**src/rtl/pipeline_ctrl.sv**
```systemverilog
// Stall/flush sequencer for the 5-stage pipeline: arbitrates memory-wait stalls,
// load-use bubbles and branch flushes, and keeps stall statistics plus a sticky timeout flag.
module pipeline_ctrl #(
    parameter int unsigned TIMEOUT = 255
) (
    input  logic        clk_i,
    input  logic        rst_i,
    input  logic [4:0]  IFID_RS_i,
    input  logic [4:0]  IFID_RT_i,
    input  logic        IFID_UsesRT_i,
    input  logic        IDEX_MemRead_i,
    input  logic [4:0]  IDEX_RT_i,
    input  logic        Branch_i,
    input  logic        EXMEM_MemAccess_i,
    input  logic        MemReady_i,
    output logic        PCWrite_o,
    output logic        IFID_Write_o,
    output logic        IFID_Flush_o,
    output logic        IDEX_Write_o,
    output logic        IDEX_Bubble_o,
    output logic        EXMEM_Write_o,
    output logic        MEMWB_Bubble_o,
    output logic        MemReq_o,
    output logic [15:0] StallCycles_o,
    output logic        Error_o
);

    typedef enum logic {
        RUN      = 1'b0,
        MEM_WAIT = 1'b1
    } state_t;

    localparam logic [15:0] TIMEOUT_CNT = 16'(TIMEOUT);

    state_t      state_reg, state_next;
    logic [15:0] wcnt_reg, wcnt_next;
    logic [15:0] stall_cnt_reg;
    logic        error_reg, error_next;
    logic        load_use;

    assign load_use = IDEX_MemRead_i && (IDEX_RT_i != 5'd0) &&
                      ((IDEX_RT_i == IFID_RS_i) ||
                       (IFID_UsesRT_i && (IDEX_RT_i == IFID_RT_i)));

    always_comb begin
        PCWrite_o      = 1'b1;
        IFID_Write_o   = 1'b1;
        IFID_Flush_o   = 1'b0;
        IDEX_Write_o   = 1'b1;
        IDEX_Bubble_o  = 1'b0;
        EXMEM_Write_o  = 1'b1;
        MEMWB_Bubble_o = 1'b0;
        MemReq_o       = 1'b0;
        state_next     = state_reg;
        wcnt_next      = wcnt_reg;
        error_next     = error_reg;

        // Reset forces quiet outputs; the register block handles the state.
        if (!rst_i) begin
            case (state_reg)
                RUN: begin
                    MemReq_o = EXMEM_MemAccess_i;
                    if (EXMEM_MemAccess_i && !MemReady_i) begin
                        PCWrite_o      = 1'b0;
                        IFID_Write_o   = 1'b0;
                        IDEX_Write_o   = 1'b0;
                        EXMEM_Write_o  = 1'b0;
                        MEMWB_Bubble_o = 1'b1;
                        state_next     = MEM_WAIT;
                        wcnt_next      = 16'd1;
                    end else if (load_use) begin
                        PCWrite_o     = 1'b0;
                        IFID_Write_o  = 1'b0;
                        IDEX_Bubble_o = 1'b1;
                    end else if (Branch_i) begin
                        IFID_Flush_o = 1'b1;
                    end
                end
                MEM_WAIT: begin
                    MemReq_o = 1'b1;
                    if (MemReady_i) begin
                        state_next = RUN;
                        wcnt_next  = 16'd0;
                    end else if (wcnt_reg == TIMEOUT_CNT) begin
                        // Abort: release the pipeline but discard the access result.
                        MemReq_o       = 1'b0;
                        MEMWB_Bubble_o = 1'b1;
                        error_next     = 1'b1;
                        state_next     = RUN;
                        wcnt_next      = 16'd0;
                    end else begin
                        PCWrite_o      = 1'b0;
                        IFID_Write_o   = 1'b0;
                        IDEX_Write_o   = 1'b0;
                        EXMEM_Write_o  = 1'b0;
                        MEMWB_Bubble_o = 1'b1;
                        wcnt_next      = wcnt_reg + 16'd1;
                    end
                end
                default: state_next = RUN;
            endcase
        end
    end

    always_ff @(posedge clk_i) begin
        if (rst_i) begin
            state_reg     <= RUN;
            wcnt_reg      <= 16'd0;
            stall_cnt_reg <= 16'd0;
            error_reg     <= 1'b0;
        end else begin
            state_reg <= state_next;
            wcnt_reg  <= wcnt_next;
            error_reg <= error_next;
            if (!PCWrite_o && (stall_cnt_reg != 16'hFFFF))
                stall_cnt_reg <= stall_cnt_reg + 16'd1;
        end
    end

    assign StallCycles_o = stall_cnt_reg;
    assign Error_o       = error_reg;

endmodule

```
**config.mk**
```make
export PLATFORM = sky130hd
export DESIGN_NAME = pipeline_ctrl
export DESIGN_NICKNAME = d
export VERILOG_FILES = /design/src/rtl/pipeline_ctrl.sv
export SDC_FILE = /design/constraint.sdc
export NUM_CORES = 1
export LEC_CHECK = 0
export BUFFER_PORTS_ARGS = -buffer_cell sky130_fd_sc_hd__buf_2
export CORE_MARGIN = 2
export CORE_UTILIZATION = 35
export DETAILED_ROUTE_END_ITERATION = 12
export PLACE_DENSITY_LB_ADDON = 0.05
export SKIP_CTS_REPAIR_TIMING = 1
export SLEW_MARGIN = 20
export SYNTH_ARGS = -nofsm -noshare
export SYNTH_HDL_FRONTEND = slang
export SYNTH_SLANG_ARGS = --single-unit
```
**constraint.sdc**
```tcl
create_clock -name clk_i -period 1.9 [get_ports clk_i]
set_input_delay 0.19 -clock clk_i [delete_from_list [all_inputs] [get_ports clk_i]]
set_output_delay 0.19 -clock clk_i [all_outputs]
set_load 0.01 [all_outputs]
```
==> results of run 1 <==
[power breakdown]
| group | switching [mW] | internal (mW) |
|---|---|---|
| clock network | 0.267 | 0.291 |
| logic | 0.104 | 0.0949 |
| registers | 0.00577 | 0.718 |
| total | 0.376 | 1.10 |
[cells in the final DEF (no fill, tap or decap), types with 3 or more instances in the layout]
master	instances
buf_4	47
buf_2	43
dfxtp_1	28
nor2_1	24
nand2_1	19
a21oi_1	15
nand3_1	10
o21ai_0	10
xnor2_1	7
nand4_1	7
nor3_1	7
inv_1	7
dfxtp_2	6
a311oi_1	6
clkbuf_8	6
buf_6	6
xor2_1	5
o31ai_1	5
o41ai_1	5
or4_4	4
and3_1	4
o311ai_1	4
o21ai_1	4
or3_1	4
nor2b_1	3
a21oi_2	3
nand3b_1	3
[tightest hold or removal path, delay by kind of cell]
kind,cells,cell delay [ns]
AOI/OAI and AO/OA,1,0.15
and+or+nand+nor,1,0.04
buffers and inverters,1,0.15
[worst paths after layout]
path,startpoint,endpoint,slack [ns],cells after the start
worst max register to register,wcnt_reg[12],StallCycles_o[15],-0.27,10
worst max-delay path,wcnt_reg[12],PCWrite_o,-0.36,8
worst min-delay path,MemReady_i,wcnt_reg[0],0.28,3
worst min register to register,Error_o,Error_o,0.47,2
[synth_stat cells, drive strengths merged (2+ instances only)]
cell type,number,area share
dfxtp,34,0.35
nor2,26,0.050
nand2,20,0.038
a21oi,18,0.046
o21ai,15,0.040
nand3,11,0.028
inv,9,0.020
nor3,8,0.023
nand4,7,0.022
xnor2,7,0.031
a311oi,6,0.027
buf,6,0.026
clkbuf,6,0.012
or4,6,0.025
o311ai,5,0.022
o31ai,5,0.019
o41ai,5,0.022
xor2,5,0.022
and3,4,0.013
or3,4,0.013
and2,3,0.0096
nand3b,3,0.012
nor2b,3,0.0096
nor4,3,0.017
a211oi,2,0.0077
a22oi,2,0.0077
a31oi,2,0.0064
ha,2,0.013
nand4b,2,0.0090
o31a,2,0.0090
[through the flow]
stage | TNS (ns) | power, mW | setup WS [ns] | utilization
2_1_floorplan | -0.240 | 0.834 | -0.0757 | -
5_1_grt | -5.23 | 1.56 | -0.420 | 0.520
4_1_cts | -3.18 | 1.49 | -0.417 | 0.486
3_5_place_dp | -1.62 | 0.914 | -0.138 | 0.468
3_3_place_gp | -0.934 | 0.914 | -0.109 | 0.468
6_report | -3.82 | 1.48 | -0.362 | 0.520
[layout make-up]
type	count	area [sq um]	area share
timing repair buffer	97	656	0.232
clock buffer	6	82.6	0.0292
sequential	34	688	0.243
tap	72	90.1	0.0319
clock inverter	2	12.5	0.00442
multi-input combinational	186	1260	0.445
inverter	9	41.3	0.0146
[per-layer routing]
layer  wire length [um]  up-vias  global-route usage
met5                  0        -                   0
met4                 47        0              0.0474
met3                140        4              0.0341
met2               2650       28               0.317
met1               2440      976               0.215
li1                   -     1088                   -
[cells by family (layout without fill, tap and decap cells)]
| family | after synthesis | after routing | synth area share |
|---|---|---|---|
| adder cells (fa/ha/maj) | 2 | 2 | 0.0128 |
| XOR/XNOR | 12 | 12 | 0.0538 |
| AO/OA/AOI/OAI | 67 | 67 | 0.232 |
| buffers and inverters | 21 | 114 | 0.0577 |
| flip-flops | 34 | 34 | 0.348 |
| multiplexers | 2 | 2 | 0.0128 |
| AND/OR/NAND/NOR | 103 | 103 | 0.283 |
==> flow_summary_export.csv, run 1 <==
group,metric,value,unit
timing,finalHoldWorstSlack,0.282,ns
die,dieWidth,78.7,um
timing,clock_skew,0.00417,ns
final_layout,drive_gt1_frac,0.398,
timing,worstMarginPinSlew,0.433,ns
global_routing,grt_pass1_vias,1893,
die,die_h,78.7,um
detailed_routing,num_vias,2096,
run,maxCapViolCount,0,
place,port_buffers,46,
place,placed_area,2550,sq um
final_layout,nets,357,
power,pwr_density_cell,524,nW/um^2
yosys,yosysSeqAreaShare,0.348,
yosys,synth_seq_cells,34,
detailed_routing,drc,0,
yosys,ys.flop_type,"dfxtp_1",
detailed_routing,wl,5280,um
clock_tree,clk_pin_slew,0.07,ns
worst_setup_path,critical_path.slowest_cell,"or4_4",
timing,max_freq,442,MHz
worst_setup_path,path_cells,"or4_4 > nor4_4 > buf_6 > o21ai_4 > o211a_4 > clkinv_4 > buf_12 > buf_6",
yosys,postSynthCellCount,241,
yosys,syn_nets,265,
worst_setup_path,worstSetupEndpointType,"primary output",
place,hpwl,3860,um
worst_setup_path,required,1.71,ns
clock_tree,clock_latency,0.28,ns
power,max-vdd-ir-drop,0.000332,V
final_layout,area_growth,44.8,%
die,start_util,0.359,
final_layout,n_antenna_cell,0,
yosys,syn_avg_cell_area,8.10,sq um
place,globalplace.congestion,0.798,
global_routing,track_usage,0.177,
yosys,synth_area,1950,sq um
final_layout,final_cells,406,
detailed_routing,drt_pass1_iterations,4,
worst_setup_path,crit_path_frequent_cell,"buf_6",
detailed_routing,antenna_left,0,
die,dieArea,6190,sq um
global_routing,antenna_found_initial,0,
clock_tree,cts_max_level,2,
worst_setup_path,critical_path_class,"flop to primary output",
clock_tree,cts_tree,"done",
final_layout,fillers,532,
worst_setup_path,crit_family,"simple AND/OR/NAND/NOR gates",
detailed_routing,via_per_inst,5.16,
detailed_routing,drt_iter0_drc,77,
timing,final.min_clock_period,2.26,ns
timing,slew_headroom,0.712,
worst_setup_path,critPathMaxStageDelay,0.55,ns
timing,hold_violations,0,
clock_tree,clk_path_buf_depth,2,
die,core,5440,sq um
yosys,yosys_warnings,0,
clock_tree,clockRootBuffer,"clkbuf_8",
clock_tree,clkSinkCount,34,
outcome,violations,"negative setup slack",
die,rows,27,
yosys,async_reset_ff_frac,0,
global_routing,overflow,0,
final_layout,stdcell_area,2830,sq um
timing,drv_slew,0,
global_routing,grt_pass1_wl,8760,um
clock_tree,cts_buffers,5,
worst_hold_path,hold_path_class,"input pin to flop",
global_routing,grt_max_degree,26,
timing,finalSetupViolCount,21,
yosys,synth_cell_types,50,
die,io_pins,47,
yosys,synth_edf_count,0,
outcome,run_status,"finished, violations left",
timing,rsz0062_at_grt,"yes",
place,dp_cells,390,
detailed_routing,wl_per_cell,13.0,um
worst_setup_path,cp-start-kind,"flop",
timing,layout_setup_ws,-0.362,ns
worst_setup_path,cp.arrival,2.07,ns
power,leakage,1.11,nW
timing,fin_crit_sh,1.19,
worst_setup_path,critPathBufInv,4,
worst_setup_path,cp_max_fo,7,
No activity file was read; power rests on OpenSTA's default activity.
==> run 2, diff against run 1 <==
--- a/config.mk
+++ b/config.mk
@@ -5,7 +5,9 @@
 export SDC_FILE = /design/constraint.sdc
 export NUM_CORES = 1
 export LEC_CHECK = 0
+export ABC_AREA = 1
 export BUFFER_PORTS_ARGS = -buffer_cell sky130_fd_sc_hd__buf_2
+export CAP_MARGIN = 5
 export CORE_MARGIN = 2
 export CORE_UTILIZATION = 35
 export DETAILED_ROUTE_END_ITERATION = 12
==> flow_summary_export.csv, run 2 <==
group,metric,value,unit
outcome,run_status,"completed",
final_layout,n_antenna_cell,0,
timing,max_freq,547,MHz
yosys,synth_seq_cells,34,
clock_tree,cts_buffers,5,
timing,layout_setup_ws,0.0724,ns
timing,worstMarginPinSlew,0.465,ns
detailed_routing,wl,5490,um
global_routing,grt_pass1_wl,8690,um
yosys,postSynthCellCount,317,
timing,clock_skew,0.00531,ns
yosys,synth_edf_count,0,
clock_tree,clockRootBuffer,"clkbuf_8",
worst_setup_path,cp.arrival,1.64,ns
place,globalplace.congestion,0.837,
place,port_buffers,46,
place,pre_cts_slack,0.0723,ns
final_layout,final_cell_mix,"nand2_1 (76), nor2_1 (46), buf_2 (44)",
die,rows,28,
timing,final.min_clock_period,1.83,ns
yosys,yosysSeqAreaShare,0.324,
worst_setup_path,cp-start-kind,"flop",
power,max-vdd-ir-drop,0.000259,V
die,start_util,0.359,
timing,drv_slew,0,
yosys,ys_top_cells_by_count,"nand2_1 (80), nor2_1 (47), dfxtp_1 (34)",
global_routing,track_usage,0.169,
clock_tree,clock_latency,0.29,ns
yosys,synth_area_leaders,"dfxtp_1 (32%), nand2_1 (14%), nor2_1 (8.4%)",
die,die_h,81.5,um
detailed_routing,drt_pass1_iterations,4,
yosys,async_reset_ff_frac,0,
worst_hold_path,hold_path_class,"input pin to flop",
detailed_routing,drt_iter0_drc,111,
place,hpwl,4030,um
clock_tree,clk_pin_slew,0.07,ns
yosys,syn_nets,341,
detailed_routing,drc,0,
yosys,synth_cell_types,36,
global_routing,grt_pass1_vias,1911,
final_layout,nets,414,
clock_tree,clkSinkCount,34,
yosys,synth.most_common_cell,"nand2_1",
final_layout,area_growth,33.1,%
timing,finalSetupViolCount,0,
global_routing,grt_max_degree,21,
clock_tree,clk_path_buf_depth,2,
worst_setup_path,worstSetupEndpointType,"primary output",
timing,slew_headroom,0.688,
power,power,1.49,mW
detailed_routing,antenna_left,0,
yosys,yosys_warnings,0,
die,dieWidth,81.5,um
yosys,synth_area,2100,sq um
yosys,ys.flop_type,"dfxtp_1",
power,pwr_density_cell,532,nW/um^2
detailed_routing,wl_per_cell,11.8,um
global_routing,overflow,0,
worst_setup_path,critical_path_class,"flop to primary output",
detailed_routing,num_vias,2232,
die,core,5850,sq um
final_layout,drive_gt1_frac,0.286,
clock_tree,cts_tree,"done",
timing,hold_violations,0,
global_routing,antenna_found_initial,0,
detailed_routing,via_per_inst,4.79,
worst_setup_path,cp_max_fo,5,
yosys,syn_avg_cell_area,6.63,sq um
yosys,yosysTopAreaCell,"dfxtp_1",
clock_tree,cts_max_level,2,
die,io_pins,47,
worst_setup_path,required,1.71,ns
timing,fin_crit_sh,0.962,
yosys,synth_top_area_share,0.324,
run,maxCapViolCount,0,
die,dieArea,6640,sq um
final_layout,layout_commonest_cell,"nand2_1",
final_layout,fillers,630,
power,leakage,1.26,nW
[run 2: logic make-up after synthesis]
family	after synthesis	share of synthesized area
DFF	34	0.324
buffers and inverters	48	0.0983
and+or+nand+nor	181	0.391
xor gates and xnor gates	17	0.0709
AOI/OAI and AO/OA	35	0.104
adders and majority gates	2	0.0119
[run 2: per-layer routing]
layer | vias up | part of all wire | GRT usage
met1 | 1005 | 0.52 | 0.243
met3 | 6 | 0.037 | 0.0341
met5 | - | 0 | 0
li1 | 1181 | - | -
met2 | 40 | 0.43 | 0.252
met4 | 0 | 0.012 | 0.0508
[run 2: metrics by stage]
stage                     TNS (ns)  instance area, sq um   util  cells  hold slack, ns
final                            0                  2800  0.478    466           0.206
after detailed placement         0                  2500  0.428    445           0.477
after CTS                   -0.654                  2600  0.444    453           0.194
after floorplan                  0                  2100      -    317           0.390
after global placement           0                  2500  0.428    445           0.464
after global routing       -0.0178                  2800  0.478    466           0.209
[run 2: critical path: stages (launching register included)]
cell	delay [ns]
dfxtp_4	0.37
ha_4	0.14
nand2_2	0.05
inv_2	0.08
nand2_4	0.06
nor2_4	0.11
nand2_4	0.08
nand2_4	0.09
nand2_4	0.06
buf_8	0.14
nand2_4	0.07
buf_6	0.09
[run 2: final timing paths]
check	from	slack [ns]	cells past startpoint	endpoint
setup / recovery	wcnt_reg[1]	0.07	11	PCWrite_o
hold / removal	rst_i	0.21	2	StallCycles_o[7]
setup reg to reg	wcnt_reg[1]	0.10	12	wcnt_reg[14]
hold reg to reg	Error_o	0.49	2	Error_o
[run 2: power breakdown]
part	internal [mW]	switching [mW]	total, mW
clock	0.293	0.274	0.566
combinational	0.0856	0.114	0.199
sequential	0.717	0.00523	0.722
[run 2: area by class of cell]
type,count,area [sq um],share of cell area
Multi-Input combinational cell,235,1270,0.455
Sequential cell,34,686,0.245
Timing Repair Buffer,77,513,0.183
Inverter,37,139,0.0497
Tap cell,75,93.8,0.0336
Clock buffer,7,86.3,0.0309
Clock inverter,1,5.00,0.00179
